[src/rtl/cpu_pkg.sv]
// Shared CPU definitions: opcode and instruction-class constants, default
// memory geometry, and the drain-state encoding used by the store buffer.
package cpu_pkg;

    localparam int ADDR_W_DEF = 10;
    localparam int DATA_W_DEF = 32;

    localparam logic [5:0] OP_LW = 6'h23;
    localparam logic [5:0] OP_SW = 6'h2b;

    typedef enum logic [1:0] {
        INSTR_ALU    = 2'd0,
        INSTR_LOAD   = 2'd1,
        INSTR_STORE  = 2'd2,
        INSTR_BRANCH = 2'd3
    } instr_type_e;

    typedef enum logic {
        SB_IDLE = 1'b0,
        SB_REQ  = 1'b1
    } sb_state_e;

    // Classify an opcode for the MEM stage (loads and stores touch the buffer)
    function automatic instr_type_e op_to_type(input logic [5:0] op);
        instr_type_e t;
        t = INSTR_ALU;
        if (op == OP_LW) t = INSTR_LOAD;
        if (op == OP_SW) t = INSTR_STORE;
        return t;
    endfunction

endpackage

[src/rtl/sb_fwd_match.sv]
// Age-priority store-to-load forwarding matcher. Scans queued entries from
// the oldest (rd_ptr) toward the youngest, so the last match found wins.
module sb_fwd_match
    import cpu_pkg::*;
#(
    parameter int ADDR_W = ADDR_W_DEF,
    parameter int DATA_W = DATA_W_DEF,
    parameter int DEPTH  = 4,
    localparam int PTR_W = $clog2(DEPTH),
    localparam int CNT_W = PTR_W + 1
) (
    input  logic [DEPTH-1:0][ADDR_W-1:0] entry_addr_i,
    input  logic [DEPTH-1:0][DATA_W-1:0] entry_data_i,
    input  logic [DEPTH-1:0]             entry_valid_i,
    input  logic [PTR_W-1:0]             rd_ptr_i,
    input  logic [CNT_W-1:0]             count_i,
    input  logic [ADDR_W-1:0]            ld_addr_i,
    output logic                         ld_hit_o,
    output logic [DATA_W-1:0]            ld_data_o
);

    logic [PTR_W-1:0] idx;

    // Walk oldest-to-youngest; later (younger) matches overwrite earlier ones
    always_comb begin
        ld_hit_o  = 1'b0;
        ld_data_o = '0;
        idx       = '0;
        for (int k = 0; k < DEPTH; k++) begin
            idx = rd_ptr_i + PTR_W'(k);
            if ((CNT_W'(k) < count_i) && entry_valid_i[idx] &&
                (entry_addr_i[idx] == ld_addr_i)) begin
                ld_hit_o  = 1'b1;
                ld_data_o = entry_data_i[idx];
            end
        end
    end

endmodule

[src/rtl/mem_store_buffer.sv]
// Posted-write store buffer between the MEM stage and data memory. Stores
// retire into a circular queue in one cycle, drain in order over req/ack,
// and loads are forwarded from the youngest matching queued entry.
module mem_store_buffer
    import cpu_pkg::*;
#(
    parameter int ADDR_W = ADDR_W_DEF,
    parameter int DATA_W = DATA_W_DEF,
    parameter int DEPTH  = 4
) (
    input  logic              clk1,
    input  logic              rst_n,
    input  logic              st_valid,
    output logic              st_ready,
    input  logic [ADDR_W-1:0] st_addr,
    input  logic [DATA_W-1:0] st_data,
    input  logic [ADDR_W-1:0] ld_addr,
    output logic              ld_hit,
    output logic [DATA_W-1:0] ld_data,
    output logic              mem_req,
    output logic [ADDR_W-1:0] mem_addr,
    output logic [DATA_W-1:0] mem_wdata,
    input  logic              mem_ack,
    output logic              empty
);

    localparam int PTR_W = $clog2(DEPTH);
    localparam int CNT_W = PTR_W + 1;
    localparam logic [CNT_W-1:0] FULL_CNT = CNT_W'(DEPTH);

    logic [DEPTH-1:0][ADDR_W-1:0] addr_q;
    logic [DEPTH-1:0][DATA_W-1:0] data_q;
    logic [DEPTH-1:0]             valid_q, valid_d;
    logic [PTR_W-1:0]             wr_ptr_q, wr_ptr_d;
    logic [PTR_W-1:0]             rd_ptr_q, rd_ptr_d;
    logic [CNT_W-1:0]             count_q, count_d;
    sb_state_e                    state_q;
    logic                         push, pop;

    // Ready depends only on registered occupancy; a same-cycle pop does not free a slot
    assign st_ready  = rst_n & (count_q != FULL_CNT);
    assign mem_req   = (state_q == SB_REQ);
    assign mem_addr  = addr_q[rd_ptr_q];
    assign mem_wdata = data_q[rd_ptr_q];
    assign empty     = (count_q == '0) & (state_q == SB_IDLE);

    // Next-state for pointers, occupancy and entry valid bits
    always_comb begin
        push     = st_valid & st_ready;
        pop      = (state_q == SB_REQ) & mem_ack;
        wr_ptr_d = wr_ptr_q + PTR_W'(push);
        rd_ptr_d = rd_ptr_q + PTR_W'(pop);
        count_d  = count_q + CNT_W'(push) - CNT_W'(pop);
        valid_d  = valid_q;
        if (pop)  valid_d[rd_ptr_q] = 1'b0;
        if (push) valid_d[wr_ptr_q] = 1'b1;
    end

    // Queue control state; reset discards every queued entry
    always_ff @(posedge clk1) begin
        if (!rst_n) begin
            wr_ptr_q <= '0;
            rd_ptr_q <= '0;
            count_q  <= '0;
            valid_q  <= '0;
        end else begin
            wr_ptr_q <= wr_ptr_d;
            rd_ptr_q <= rd_ptr_d;
            count_q  <= count_d;
            valid_q  <= valid_d;
        end
    end

    // Entry payload storage; contents are meaningless unless the valid bit is set
    always_ff @(posedge clk1) begin
        if (push) begin
            addr_q[wr_ptr_q] <= st_addr;
            data_q[wr_ptr_q] <= st_data;
        end
    end

    // Drain FSM: stay in REQ back-to-back while entries remain after a pop
    always_ff @(posedge clk1) begin
        if (!rst_n) begin
            state_q <= SB_IDLE;
        end else begin
            case (state_q)
                SB_IDLE: if (count_q != '0) state_q <= SB_REQ;
                SB_REQ:  if (pop && (count_d == '0)) state_q <= SB_IDLE;
                default: state_q <= SB_IDLE;
            endcase
        end
    end

    sb_fwd_match #(
        .ADDR_W(ADDR_W),
        .DATA_W(DATA_W),
        .DEPTH (DEPTH)
    ) u_fwd (
        .entry_addr_i (addr_q),
        .entry_data_i (data_q),
        .entry_valid_i(valid_q),
        .rd_ptr_i     (rd_ptr_q),
        .count_i      (count_q),
        .ld_addr_i    (ld_addr),
        .ld_hit_o     (ld_hit),
        .ld_data_o    (ld_data)
    );

endmodule

[config.mk]
export PLATFORM = sky130hd
export DESIGN_NAME = mem_store_buffer
export DESIGN_NICKNAME = d
export VERILOG_FILES = /design/src/rtl/cpu_pkg.sv /design/src/rtl/sb_fwd_match.sv /design/src/rtl/mem_store_buffer.sv
export SDC_FILE = /design/constraint.sdc
export NUM_CORES = 1
export LEC_CHECK = 0
export CAP_MARGIN = 20
export CORE_MARGIN = 3
export CORE_UTILIZATION = 30
export DETAILED_ROUTE_END_ITERATION = 8
export PLACE_DENSITY = 0.56
export SYNTH_ARGS = -nofsm -noshare
export SYNTH_HDL_FRONTEND = slang
export SYNTH_SLANG_ARGS = --single-unit
[constraint.sdc]
create_clock -name clk1 -period 5.8 [get_ports clk1]
set_input_delay 0.87 -clock clk1 [delete_from_list [all_inputs] [get_ports clk1]]
set_output_delay 0.87 -clock clk1 [all_outputs]
set_load 0.02 [all_outputs]
**Word level (Yosys, flattened, before mapping)**

Index checks and enable logic that the tools add are counted.
W data, S select, Z words.

- Input port bits: 56
- Output and inout bits: 78
- Word-level logic and storage cells: 105
- Flip-flop bits (word level): 180

- Magnitude comparators: 11
- Muxes and demuxes: 47
- Reductions and logical operators: 14
- Add/subtract/negate cells: 7
- Equal/unequal tests: 5
- Bitwise gates (word level): 8

Operators by type and width:

| operator | count |
|---|---|
| $mux W32 | 9 |
| $bmux W32 S2 | 4 |
| $bwmux W128 | 1 |
| $bmux W10 S2 | 4 |
| $demux W32 S2 | 1 |
| $mux W10 | 5 |
| $bwmux W40 | 1 |
| $eq A10 B10 Y1 | 4 |
| $demux W10 S2 | 1 |
| $lt A2 B3 Y1 const B | 5 |
| $mux W1 | 12 |
| $logic_and A1 B1 Y1 | 11 |
| $bmux W1 S2 | 4 |
| $mux W4 | 2 |
| $logic_not A3 Y1 | 2 |
| $lt A1 B3 Y1 const A | 2 |
| $lt A2 B3 Y1 const A | 2 |
| $add A2 B1 Y2 | 2 |
| $add A2 B2 Y2 const B | 2 |
| $and A1 B1 Y1 | 4 |
| $and A4 B4 Y4 | 1 |
| $demux W1 S2 | 2 |
| $ge A2 B1 Y1 const B | 2 |
| $not A4 Y4 | 1 |
| other kinds (8) | 8 |

**Longest topological paths before layout**

- Word-level depth: 9
- Gate-level depth with buffers: 18
- Depth with buffers taken out: 11

**By module**

Synthesis repeated with hierarchy kept, for this count alone.

- Cells, all modules: 970
- Area total of the unflattened synthesis: 11826.3 um^2

Modules (own cells, without submodules):

| module | seq. area each (um^2) | cells an instance | area each (um^2) | instances |
|---|---|---|---|---|
| mem_store_buffer | 5285.1 | 284 | 6681.4 | 1 |
| sb_fwd_match | 0.0 | 686 | 5144.9 | 1 |

**Worst setup path after synthesis**

Ideal clock, no wire load.

- Kind: input port to flip-flop
- Start: in rst_n
- End: reg addr_q[10] (netlist bit), enable pin
- Stages: 3
- Library setup time: 0.505 ns
- Data required time: 5.295 ns
- Path buffers: 0
- Path slack: 0.806 ns
- Arrival time: 4.489 ns
- Cell sequence: o31a_1 nand2_1 nor3b_1

- Cells in the longest elaborated chain, start to end: 2

Ends and longest elaborated chain:

| what | line | text |
|---|---|---|
| from (decl) | mem_store_buffer.sv:12 | `input logic rst_n,` |
| $and A1 B1 Y1 | mem_store_buffer.sv:41 | `assign st_ready = rst_n & (count_q != FULL_CNT);` |
| $and A1 B1 Y1 | mem_store_buffer.sv:49 | `push = st_valid & st_ready;` |
| to (signal, indexed assignment) | mem_store_buffer.sv:77 | `addr_q[wr_ptr_q] <= st_addr;` |
| to (decl) | mem_store_buffer.sv:31 | `logic [DEPTH-1:0][ADDR_W-1:0] addr_q;` |

No other way between the ends.
A chain may end at the register's enable or synchronous reset.

**Worst setup path after layout**

- Start: reg rd_ptr_q[1]
- End: out ld_data[1]

- Cells in the longest elaborated chain, start to end: 8
- Elaborated cells between the ends (all ways): 43

Ends and longest elaborated chain:

| what | line | text |
|---|---|---|
| from (decl) | mem_store_buffer.sv:35 | `logic [PTR_W-1:0] rd_ptr_q, rd_ptr_d;` |
| from (signal assigned) | mem_store_buffer.sv:68 | `rd_ptr_q <= rd_ptr_d;` |
| $add A2 B1 Y2, or another cell as far along | sb_fwd_match.sv:30 | `idx = rd_ptr_i + PTR_W'(k);` |
| $bmux W10 S2, or another cell as far along | sb_fwd_match.sv:32 | `(entry_addr_i[idx] == ld_addr_i)) begin` |
| $mux W10 (not written as such), or another cell as far along | sb_fwd_match.sv:32 |  |
| $eq A10 B10 Y1 or $logic_and A1 B1 Y1 (tied branches) | sb_fwd_match.sv:32, sb_fwd_match.sv:31 |  |
| $logic_and A1 B1 Y1 or $mux W32 (tied branches) | sb_fwd_match.sv:31 | `if ((CNT_W'(k) < count_i) && entry_valid_i[idx] &&` |
| $mux W32 (2 in series) | sb_fwd_match.sv:31 |  |
| $mux W32 (*) | sb_fwd_match.sv:31 |  |
| to (decl) | mem_store_buffer.sv:19 | `output logic [DATA_W-1:0] ld_data,` |

Mark *: on every way between the ends. The rest lies on a longest branch, timed or not. The select of a mux whose other input is x is not followed.

==> impl_metrics.tcl <==
set metrics [dict create \
    run_status "finished clean" \
    dp.cells 1385 \
    maxSlewHeadroom_pct 37.9 \
    peakVddDrop_mv 0.203 \
    clock_path_buffers 2 \
    met3_usage_pct 3.62 \
    layout_common_cells "edfxtp_1 (168), mux4_2 (155), clkdlybuf4s50_1 (133)" \
    reg2reg_from "count_q[1]$_SDFF_PN0_" \
    crit_buf_inv 3 \
    cts_buffers 17 \
    finalHoldViolCount 0 \
    ys.flop_type "edfxtp_1" \
    drtIter0Drc 473 \
    gr-usage-met1_pct 20.8 \
    reg2reg_slack_ps 3390 \
    fin_hold_ws_ps 558 \
    fin_cells 1419 \
    finClkSkew_ps 12.5 \
    antenna_found_initial 4 \
    post_cts_resized 0 \
    cp.required_ps 4930 \
    p_leak_nw 4.38 \
    maxSlewViolCount 0 \
    io_buffers 133 \
    fin_nets 953 \
    syn_area_um2 11900 \
    postCtsSetupBuffers 0 \
    crit_path_cell_trace "buf_12 > mux2i_1 > a32o_1 > a2111oi_2 > o311ai_1 > or4_2 > buf_12 > o311a_1 > o22ai_1 > clkdlybuf4s50_1" \
    wl_per_cell_um 22.9 \
    synthXorXnorAreaFrac_pct 3.02 \
    synth_fp_nets 858 \
    synthMuxAreaShare_pct 32.7 \
    core_area_um2 38800 \
    drc_errors 0 \
    yosys.area_share.simple_pct 5.43 \
    cts_tree "built" \
    grt_usage_pct 15.7 \
    die_h_um 205 \
    yosys.area_share.adder_pct 1.22 \
    crit_family "buffers and inverters" \
    via_per_inst 5.67 \
    crit_cells 10 \
    synth-async-reset-ratio_pct 0 \
    die_w_um 205 \
    crit_top_cell "buf_12" \
    r2r-end "data_q[110]$_DFFE_PP_" \
    grt_pass1_wl_mm 50.2 \
    slowest_delay_ps 720 \
    min_period_over_period_pct 91.0 \
    wl_mm 32.5 \
    synth_compound_area_share_pct 7.94 \
    rows 72 \
    drtPass1Iterations 5 \
    grt_pass1_vias 8282 \
    synth-seq-cells 180 \
    synth.avg_cell_area_um2 15.0 \
    min_path_type "register to register" \
    fmax_mhz 189 \
    crit_path_end "ld_data[1]" \
    drive_gt1_share_pct 26.0 \
    path_max_fanout 101 \
    clk_latency_ps 450 \
    cpMaxStageDelayCell "or4_2" \
    min_period_ps 5280 \
    synthCells 791 \
    crit_type "register to output port" \
    worst_slew_pin_slew_ps 932 \
    cts_root_buf "clkbuf_16" \
    critPathCaptureType "output port" \
    ff2ff_path_depth 5 \
    vias 8045 \
    yosysWarnings 0 \
    dpl.hpwl_mm 20.9 \
    cts.sinks 180 \
    startpoint_type "register" \
    crit_start "rd_ptr_q[1]$_SDFF_PN0_" \
    overflow 0 \
    htree_levels 4 \
    path_clk_slew_ps 60 \
    ant_nets 0 \
    yosysUniqueCellTypes 57 \
    rsz0062_at_grt "no" \
    start_util_pct 30.6 \
    grt_max_degree 102 \
    hold_buffers 0 \
    crit_arrival_ps 4410 \
    use_met2_pct 26.4 \
    dieArea_um2 42000 \
    power.density_nw_per_um2 309 \
    busiest_layer "met2" \
    setup_tns_ps 0 \
    globalplace.congestion 0.753 \
    synth_top_family_by_area "multiplexers" \
    maxCapViolations 0 \
    final_common_cell "edfxtp_1" \
    synth-seq-area-share_pct 44.5 \
    synth_edf_count 168 \
    setup_viol 0 \
    syn2layout_area_growth_pct 21.1 \
    ios 134 \
]
## flip-flops by register name, indices dropped and copies added (netlist names)
| name | count |
|---|---|
| mem_req | 1 |
| wr_ptr_q | 2 |
| count_q | 3 |
| data_q | 128 |
| rd_ptr_q | 2 |
| valid_q | 4 |
| addr_q | 40 |
## per-layer routing
layer,vias up,part of all wire (%)
met4,4,0.98
met5,-,0.074
met1,4207,42
met3,30,6.5
met2,299,50
li1,3505,-
## cells in the mapped netlist, types with 4 or more instances
cell type | count | area [µm²]
o21ai_1 | 20 | 100
clkbuf_1 | 33 | 124
o21ai_0 | 15 | 75.1
a21oi_1 | 9 | 45.0
inv_1 | 41 | 154
mux2i_1 | 28 | 280
mux4_2 | 155 | 3490
nand3_1 | 66 | 330
o311a_1 | 32 | 320
buf_6 | 8 | 90.1
nand2_1 | 6 | 22.5
and2_1 | 9 | 56.3
o22ai_1 | 34 | 213
nor2b_1 | 4 | 25.0
ha_1 | 10 | 125
buf_4 | 4 | 30.0
dfxtp_1 | 12 | 240
xnor2_1 | 27 | 236
nor3_1 | 6 | 30.0
edfxtp_1 | 168 | 5040
xor2_1 | 14 | 123
buf_1 | 7 | 26.3
buf_2 | 30 | 150
nor2_1 | 4 | 15.0
## worst min path at each step
stage / from / cells after the start / to
2_1_floorplan: valid_q[2]$_SDFF_PN0_ / 2 / valid_q[2]$_SDFF_PN0_
3_3_place_gp: valid_q[2]$_SDFF_PN0_ / 2 / valid_q[2]$_SDFF_PN0_
3_5_place_dp: valid_q[0]$_SDFF_PN0_ / 2 / valid_q[0]$_SDFF_PN0_
4_1_cts: valid_q[2]$_SDFF_PN0_ / 2 / valid_q[2]$_SDFF_PN0_
5_1_grt: valid_q[0]$_SDFF_PN0_ / 2 / valid_q[0]$_SDFF_PN0_
6_report: valid_q[2]$_SDFF_PN0_ / 2 / valid_q[2]$_SDFF_PN0_
## metrics by stage
| stage | util [%] | cell area (µm²) | worst slack [ps] | total power [mW] |
|---|---|---|---|---|
| 6_report | 37.0 | 14400 | 520 | 4.45 |
| 3_3_place_gp | 35.4 | 13700 | 729 | 3.25 |
| 5_1_grt | 37.0 | 14400 | 309 | 4.68 |
| 4_1_cts | 37.0 | 14400 | 504 | 4.51 |
| 3_5_place_dp | 35.4 | 13700 | 727 | 3.25 |
| 2_1_floorplan | - | 11900 | 806 | 2.80 |
## report_power, final
| group | internal [mW] | switching [mW] | leakage [nW] |
|---|---|---|---|
| registers | 1.49 | 0.0532 | 1.62 |
| logic | 0.843 | 0.817 | 2.45 |
| clock network | 0.727 | 0.518 | 0.304 |
| total | 3.06 | 1.39 | 4.38 |
## layout make-up
type | count | area [µm²]
tap | 518 | 648
fill | 3651 | 24400
multi-input combinational | 485 | 6020
sequential | 180 | 5290
clock buffer | 18 | 429
inverter | 42 | 158
clock inverter | 14 | 198
timing repair buffer | 160 | 1630
antenna | 2 | 5.00
## worst reg2reg max path, delay by kind of cell, from the launching register on
kind	cells	cell delay (ps)
simple gates	2	980
buf+inv	2	490
flops	1	430
compound gates	1	210
## cells by family after synthesis
logic type      count (synthesis)
fa+ha+maj                      11
buf+inv                       126
xor+xnor                       41
simple gates                  114
compound gates                130
flops                         180
mux                           189
Power figures use the tool's default switching activity.
